### config.mk
export PLATFORM = sky130hd
export DESIGN_NAME = prog_ctr_seq_flat
export DESIGN_NICKNAME = d
export VERILOG_FILES = /design/src/rtl/prog_ctr_seq_pkg.sv /design/src/rtl/prog_ctr_seq_if.sv /design/src/rtl/prog_ctr_seq_ret_stack.sv /design/src/rtl/prog_ctr_seq.sv /design/src/flat_wrapper.sv
export SDC_FILE = /design/constraint.sdc
export NUM_CORES = 1
export LEC_CHECK = 0
export CORE_UTILIZATION = 40
export CTS_CLUSTER_SIZE = 20
export DETAILED_ROUTE_END_ITERATION = 7
export PLACE_DENSITY_LB_ADDON = 0.1
export SYNTH_ARGS = -nofsm -noshare
export SYNTH_HDL_FRONTEND = slang
export SYNTH_SLANG_ARGS = --single-unit
### constraint.sdc
create_clock -name Clk -period 1.9 [get_ports Clk]
set_input_delay 0.38 -clock Clk [delete_from_list [all_inputs] [get_ports Clk]]
set_output_delay 0.38 -clock Clk [all_outputs]
set_load 0.02 [all_outputs]
### src/rtl/prog_ctr_seq_pkg.sv
// Shared types for the program-counter sequencer: FSM states and the
// selector that picks where the next ProgCtr value comes from.
package prog_ctr_pkg;

  typedef enum logic [1:0] {
    IDLE,
    RUN,
    HALTED,
    ERR
  } pc_state_e;

  typedef enum logic [2:0] {
    HOLD,
    INC,
    TGT,
    POP,
    START
  } pc_src_e;

endpackage

### src/rtl/prog_ctr_seq_if.sv
// Control/status bundle between the decode stage (master) and the
// program-counter sequencer (slave).
interface prog_ctr_seq_if #(
  parameter int PC_W  = 8,
  parameter int OFS_W = 6
);
  logic             Start;
  logic             Stall;
  logic             Branch;
  logic             CondMet;
  logic             Relative;
  logic [PC_W-1:0]  Target;
  logic [OFS_W-1:0] Offset;
  logic             Call;
  logic             Ret;
  logic             Halt;
  logic [PC_W-1:0]  ProgCtr;
  logic             Running;
  logic             Done;
  logic             StackErr;

  modport master (
    output Start, Stall, Branch, CondMet, Relative, Target, Offset, Call, Ret, Halt,
    input  ProgCtr, Running, Done, StackErr
  );

  modport slave (
    input  Start, Stall, Branch, CondMet, Relative, Target, Offset, Call, Ret, Halt,
    output ProgCtr, Running, Done, StackErr
  );
endinterface

### src/rtl/prog_ctr_seq_ret_stack.sv
// LIFO return-address stack used by the sequencer for Call/Ret.
// The pointer is reset; the storage array is plain data and is not.
module ret_stack #(
  parameter int DEPTH = 4,
  parameter int W     = 8
) (
  input  logic         Clk,
  input  logic         Reset,
  input  logic         push,
  input  logic         pop,
  input  logic         clr,
  input  logic [W-1:0] din,
  output logic [W-1:0] dout,
  output logic         full,
  output logic         empty
);
  localparam int AW = $clog2(DEPTH);

  logic [W-1:0] mem_q [DEPTH];
  logic [AW:0]  sp_q, sp_d;
  logic [AW-1:0] rd_idx;

  assign full   = (sp_q == (AW+1)'(DEPTH));
  assign empty  = (sp_q == '0);
  // Top of stack sits one below the pointer; wraps harmlessly when full.
  assign rd_idx = sp_q[AW-1:0] - AW'(1);
  assign dout   = mem_q[rd_idx];

  // Next pointer: clear beats push beats pop.
  always_comb begin
    sp_d = sp_q;
    if (clr)
      sp_d = '0;
    else if (push && !full)
      sp_d = sp_q + (AW+1)'(1);
    else if (pop && !empty)
      sp_d = sp_q - (AW+1)'(1);
  end

  // Pointer register, cleared asynchronously so a reset drops all entries.
  always_ff @(posedge Clk or negedge Reset) begin
    if (!Reset)
      sp_q <= '0;
    else
      sp_q <= sp_d;
  end

  // Storage write at the current pointer.
  always_ff @(posedge Clk) begin
    if (push && !full && !clr)
      mem_q[sp_q[AW-1:0]] <= din;
  end
endmodule

### src/rtl/prog_ctr_seq.sv
// Program-counter sequencer: IDLE/RUN/HALTED/ERR FSM plus next-PC mux.
// Define PROG_CTR_STACK_EN to build the Call/Ret return stack; without it
// Call is an unconditional branch, Ret is ignored and StackErr is 0.
module prog_ctr_seq
  import prog_ctr_pkg::*;
#(
  parameter int              PC_W        = 8,
  parameter int              OFS_W       = 6,
  parameter logic [PC_W-1:0] START_ADDR  = '0,
  parameter int              STACK_DEPTH = 4
) (
  input  logic         Clk,
  input  logic         Reset,
  prog_ctr_seq_if.slave bus
);
  pc_state_e       state_q, state_d;
  pc_src_e         src;
  logic [PC_W-1:0] pc_q, pc_d;
  logic [PC_W-1:0] pc_inc;
  logic [PC_W-1:0] tgt;

  assign pc_inc = pc_q + PC_W'(1);
  // Size-casting the signed offset sign-extends it; the sum wraps mod 2^PC_W.
  assign tgt    = bus.Relative ? (pc_q + PC_W'($signed(bus.Offset))) : bus.Target;

`ifdef PROG_CTR_STACK_EN
  logic            stk_push, stk_pop, stk_full, stk_empty;
  logic [PC_W-1:0] stk_dout;

  ret_stack #(
    .DEPTH (STACK_DEPTH),
    .W     (PC_W)
  ) u_ret_stack (
    .Clk   (Clk),
    .Reset (Reset),
    .push  (stk_push),
    .pop   (stk_pop),
    .clr   (bus.Start),
    .din   (pc_inc),
    .dout  (stk_dout),
    .full  (stk_full),
    .empty (stk_empty)
  );
`else
  logic            unused_ret;
  localparam int   unused_depth = STACK_DEPTH;
  assign unused_ret = bus.Ret;
`endif

  // Next state and next-PC source; Start overrides everything, then RUN priorities.
  always_comb begin
    state_d = state_q;
    src     = HOLD;
`ifdef PROG_CTR_STACK_EN
    stk_push = 1'b0;
    stk_pop  = 1'b0;
`endif
    if (bus.Start) begin
      state_d = RUN;
      src     = START;
    end else if (state_q == RUN) begin
      if (bus.Halt)
        state_d = HALTED;
      else if (bus.Stall)
        src = HOLD;
`ifdef PROG_CTR_STACK_EN
      else if (bus.Ret) begin
        if (stk_empty)
          state_d = ERR;
        else begin
          stk_pop = 1'b1;
          src     = POP;
        end
      end else if (bus.Call) begin
        if (stk_full)
          state_d = ERR;
        else begin
          stk_push = 1'b1;
          src      = TGT;
        end
      end
`else
      else if (bus.Call)
        src = TGT;
`endif
      else if (bus.Branch && bus.CondMet)
        src = TGT;
      else
        src = INC;
    end
  end

  // Next-PC mux.
  always_comb begin
    pc_d = pc_q;
    case (src)
      HOLD:    pc_d = pc_q;
      INC:     pc_d = pc_inc;
      TGT:     pc_d = tgt;
`ifdef PROG_CTR_STACK_EN
      POP:     pc_d = stk_dout;
`else
      POP:     pc_d = pc_q;
`endif
      START:   pc_d = START_ADDR;
      default: pc_d = pc_q;
    endcase
  end

  // State and PC registers with asynchronous active-low reset.
  always_ff @(posedge Clk or negedge Reset) begin
    if (!Reset) begin
      state_q <= IDLE;
      pc_q    <= START_ADDR;
    end else begin
      state_q <= state_d;
      pc_q    <= pc_d;
    end
  end

  assign bus.ProgCtr = pc_q;
  assign bus.Running = (state_q == RUN);
  assign bus.Done    = (state_q == HALTED);
`ifdef PROG_CTR_STACK_EN
  assign bus.StackErr = (state_q == ERR);
`else
  assign bus.StackErr = 1'b0;
`endif
endmodule

### src/flat_wrapper.sv
// flat-port wrapper written by rule: the top's interface ports become plain ports
module prog_ctr_seq_flat import prog_ctr_pkg::*;
#(
  parameter int              PC_W        = 8,
  parameter int              OFS_W       = 6,
  parameter logic [PC_W-1:0] START_ADDR  = '0,
  parameter int              STACK_DEPTH = 4
)
  (Clk, Reset, bus_Start, bus_Stall, bus_Branch, bus_CondMet, bus_Relative, bus_Target, bus_Offset, bus_Call, bus_Ret, bus_Halt, bus_ProgCtr, bus_Running, bus_Done, bus_StackErr);
  prog_ctr_seq_if #(.PC_W(PC_W), .OFS_W(OFS_W)) bus_i ();
  input  logic Clk;
  input  logic Reset;
  input wire logic [$bits(bus_i.Start)-1:0] bus_Start;
  input wire logic [$bits(bus_i.Stall)-1:0] bus_Stall;
  input wire logic [$bits(bus_i.Branch)-1:0] bus_Branch;
  input wire logic [$bits(bus_i.CondMet)-1:0] bus_CondMet;
  input wire logic [$bits(bus_i.Relative)-1:0] bus_Relative;
  input wire logic [$bits(bus_i.Target)-1:0] bus_Target;
  input wire logic [$bits(bus_i.Offset)-1:0] bus_Offset;
  input wire logic [$bits(bus_i.Call)-1:0] bus_Call;
  input wire logic [$bits(bus_i.Ret)-1:0] bus_Ret;
  input wire logic [$bits(bus_i.Halt)-1:0] bus_Halt;
  output wire logic [$bits(bus_i.ProgCtr)-1:0] bus_ProgCtr;
  output wire logic [$bits(bus_i.Running)-1:0] bus_Running;
  output wire logic [$bits(bus_i.Done)-1:0] bus_Done;
  output wire logic [$bits(bus_i.StackErr)-1:0] bus_StackErr;
  assign bus_i.Start = bus_Start;
  assign bus_i.Stall = bus_Stall;
  assign bus_i.Branch = bus_Branch;
  assign bus_i.CondMet = bus_CondMet;
  assign bus_i.Relative = bus_Relative;
  assign bus_i.Target = bus_Target;
  assign bus_i.Offset = bus_Offset;
  assign bus_i.Call = bus_Call;
  assign bus_i.Ret = bus_Ret;
  assign bus_i.Halt = bus_Halt;
  assign bus_ProgCtr = bus_i.ProgCtr;
  assign bus_Running = bus_i.Running;
  assign bus_Done = bus_i.Done;
  assign bus_StackErr = bus_i.StackErr;
  prog_ctr_seq #(.PC_W(PC_W), .OFS_W(OFS_W), .START_ADDR(START_ADDR), .STACK_DEPTH(STACK_DEPTH)) u_core (.Clk(Clk), .Reset(Reset), .bus(bus_i));
endmodule
==> results.md <==
- Share of cell area taken by muxes after synthesis: 0.0203
- Number of sinks handled by clock tree synthesis: 10
- Synthesized-area fraction occupied by xor and xnor cells: 0.0445
- Async S/R FF share, synth: 1.00
- Simple-gate share of the synthesized area: 0.245
- Final non-filler cell area: 0.00161 mm^2
- Die footprint: 0.00266 mm^2
- Number of endpoints failing setup at the final stage: 1
- Buf/Inv on CP: 2
- Maximum capacitance violations: 0
- Setup slack after layout: -0.0516 ns
- Tmin final: about 2.0 ns
- Number of I/O pins: 35
- Leading register cell type out of synthesis: sky130_fd_sc_hd__dfrtp_1
- Hold Buf Count CTS: 0
- TritonCTS clock tree: done
- WL/cell: 15.3 um
- Leading cell type in the layout, fill and taps excluded: sky130_fd_sc_hd__clkdlybuf4s50_1
- Number of iterations in the first detailed-routing pass: 4
- Area after DPL: 0.00151 mm^2
- Post-detailed-routing wire length: 3.05 mm
- Final Hold Viols: 0
- Global-route wire length before repair: 4.85 mm
- Adder-Cell Fraction of Synth Area: 0.122
- Failing checks: negative setup slack
- DRC violation count after routing: 0
- Required time reported for the critical path endpoint: 2.05 ns
- Setup crit end kind: flop
- Share of the yosys chip area belonging to registers: 0.254
- Largest incremental delay on the critical path: about 0.44 ns
- Global-route track usage on met2: 0.420
- Clk Latency, worst-skew pair: 0.26 ns
- Run status: complete, but fails checks
- Met1 demand-to-capacity share in global routing: 0.307
- Post-synthesis compound-gate area fraction: 0.277
- Net count after synthesis: ~150
- Cells after Synth: 116
- Detail Route Antenna Nets: 0
- Unrepaired setup endpoints after global routing: yes
- Fraction of the cycle the final worst path needs: 1.03
- Top library cells by usage in the layout, fill and taps aside: sky130_fd_sc_hd__clkdlybuf4s50_1, sky130_fd_sc_hd__buf_4, sky130_fd_sc_hd__a21oi_1
- Number of CTS-inserted buffers: 3
- Layout-stage area growth over the synthesis result: 63.9%
- First DRT Iteration DRCs: 27
- Combinational family with the most area after synthesis: compound AO/OA/AOI/OAI gates
- Initial Util: 0.433
- Clock root buffer master: sky130_fd_sc_hd__clkbuf_4
- Buffers from clock root to sink, at most: 2
- Type of the worst min-delay path: in -> async
- Vias per std cell: 5.79
- Number of distinct library cells after synthesis: 42
- Areal power density over the cells: 464 mW/mm^2
- Clk pin slew, worst setup/hold paths: approximately 0.070 ns
- Number of antenna violations at the first check in global routing: 0
- GPL Wtd Cong: 0.868
- Startpoint Class: input pin
- FF+latch count, synth: 10
- Synth Cell Area: ~980 um^2
- Level count of the clock H-tree: 1
- Critical path data arrival time: roughly 2.1 ns
- Floorplan Core Area: 0.00228 mm^2
- Number of buffer cells added on primary ports: 32
- Overall global routing resource usage: 0.242
- Global Route met3 Usage: 0.0146
- Half-perimeter wire length after detailed placement: around 2.3 mm
- Max Freq: 0.512 GHz
- Fin. max-slew vios: 0
- CP top delay family: compound AO/OA/AOI/OAI gates
- Chain of cells forming the critical path: clkdlybuf4s50_1 -> ha_4 -> buf_4 -> o21ai_1 -> o21bai_1 -> a21oi_2 -> nor4bb_2 -> a211o_1
- Setup Skew: 0.00651 ns
- Die width: 51.6 um
- Vertical die dimension: 51.6 um
- Number of nets in the layout: around 210
- Total Negative Setup Slacks: -0.0516 ns
- Inserted Diodes: 0
- Synthesized area per cell: 8.49 um^2
- Leakage power figure: 0.701 nW
- Total via count after detailed routing: ~1,200
- Count of warnings emitted by yosys: 0
- Total grt overflow: 0
- Via count of the first global-routing pass: about 1,100
- Global route hottest layer: met2
- # fillers: 181
- Number of placement rows: 17
- Relative slew slack: 0.654
- Largest net degree at the start of global routing: 13
- Worst-Margin Slew: 0.517 ns
- Count of flip-flops with a built-in enable after synthesis: 0
- Cell at the slowest stage of the critical path: sky130_fd_sc_hd__clkdlybuf4s50_1
- Maximum VDD drop: between 200 and 300 uV
- Crit Path Max Fanout: 4
- Share of layout cells above drive strength 1: 0.269
- Crit Path Class: in -> reg
per-layer routing:
layer,wire length (um),up-vias
met4,57,0
met3,174,10
li1,-,559
met5,0,-
met1,1320,526
met2,1500,57
report_power, final:
group          internal, mW  leakage (nW)  switching [mW]
sequential            0.227         0.127          0.0176
clock                 0.116        0.0210          0.0750
combinational         0.169         0.553           0.144
total                 0.512         0.701           0.237
cell usage after synthesis, types with 2 or more instances:
| library cell | n | area share |
|---|---|---|
| sky130_fd_sc_hd__a211oi_1 | 4 | 0.030 |
| sky130_fd_sc_hd__a21o_1 | 4 | 0.030 |
| sky130_fd_sc_hd__a21oi_1 | 13 | 0.066 |
| sky130_fd_sc_hd__a221oi_1 | 2 | 0.018 |
| sky130_fd_sc_hd__a31oi_1 | 3 | 0.019 |
| sky130_fd_sc_hd__buf_2 | 2 | 0.010 |
| sky130_fd_sc_hd__clkbuf_1 | 2 | 0.0076 |
| sky130_fd_sc_hd__dfrtp_1 | 10 | 0.25 |
| sky130_fd_sc_hd__ha_1 | 8 | 0.10 |
| sky130_fd_sc_hd__inv_1 | 2 | 0.0076 |
| sky130_fd_sc_hd__mux2i_1 | 2 | 0.020 |
| sky130_fd_sc_hd__nand2_1 | 6 | 0.023 |
| sky130_fd_sc_hd__nand2b_1 | 2 | 0.013 |
| sky130_fd_sc_hd__nand3_1 | 4 | 0.020 |
| sky130_fd_sc_hd__nand4_1 | 2 | 0.013 |
| sky130_fd_sc_hd__nor2_1 | 8 | 0.030 |
| sky130_fd_sc_hd__nor3_1 | 2 | 0.010 |
| sky130_fd_sc_hd__nor4_1 | 3 | 0.019 |
| sky130_fd_sc_hd__o211ai_1 | 2 | 0.015 |
| sky130_fd_sc_hd__o21ai_0 | 8 | 0.041 |
| sky130_fd_sc_hd__o21bai_1 | 2 | 0.015 |
| sky130_fd_sc_hd__o32ai_1 | 2 | 0.018 |
| sky130_fd_sc_hd__xnor2_1 | 2 | 0.018 |
| sky130_fd_sc_hd__xor2_1 | 3 | 0.027 |
worst paths after layout:
check,startpoint,cells after the start,slack [ns],endpoint
hold reg to reg,u_core.state_q[0],1,0.54,u_core.state_q[0]
max in group asynchronous,Reset,1,1.06,u_core.bus.ProgCtr[1]
min in group Clk,u_core.state_q[0],1,0.54,u_core.state_q[0]
setup reg to reg,u_core.bus.ProgCtr[0],7,0.03,u_core.bus.ProgCtr[6]
hold / removal,Reset,1,0.46,u_core.bus.ProgCtr[7]
setup / recovery,bus_Offset[3],8,-0.05,u_core.bus.ProgCtr[6]
cell families (layout without fill, tap and decap cells):
group	after synthesis	in the layout
flops	10	10
simple gates	39	39
mux	2	2
buf+inv	7	62
fa+ha+maj	9	9
xor+xnor	5	5
other cells	1	1
compound gates	43	43
flip-flops by register name, indices dropped and copies added (netlist names):
signal              flops
u_core.state_q          2
u_core.bus.ProgCtr      8
worst reg2reg max path, stage by stage (launching register included):
cell and delay (ns):
sky130_fd_sc_hd__dfrtp_2 0.43, sky130_fd_sc_hd__ha_4 0.17, sky130_fd_sc_hd__fa_2 0.37, sky130_fd_sc_hd__a211oi_2 0.20, sky130_fd_sc_hd__o21bai_1 0.13, sky130_fd_sc_hd__a21oi_2 0.17
sky130_fd_sc_hd__nor4bb_2 0.22, sky130_fd_sc_hd__a211o_1 0.14
layout make-up:
class                           instances  area (um^2)  area share
Clock buffer                            4         36.3      0.0225
Multi-Input combinational cell         99          778       0.482
Timing Repair Buffer                   56          503       0.312
Sequential cell                        10          254       0.157
Inverter                                2         7.51     0.00465
Tap cell                               28         35.0      0.0217
stage by stage:
stage	util	worst slack (ns)	total power, mW	hold slack (ns)	std cells
after floorplan	-	-0.0234	0.389	0.0844	116
final	0.709	-0.0516	0.748	0.457	199
after detailed placement	0.665	-0.507	0.541	0.531	193
after global routing	0.709	-0.113	0.789	0.498	199
after CTS	0.688	-0.0267	0.738	0.457	197
after global placement	0.665	-0.441	0.532	0.500	193
repair_timing:
item	CTS	global route
setup endpoints to repair	4	4
endpoints found under the hold margin	0	0
gates resized for setup	4	8
pin swaps	2	12
buffers inserted	0	2
No activity file was read; power rests on OpenSTA's default activity.
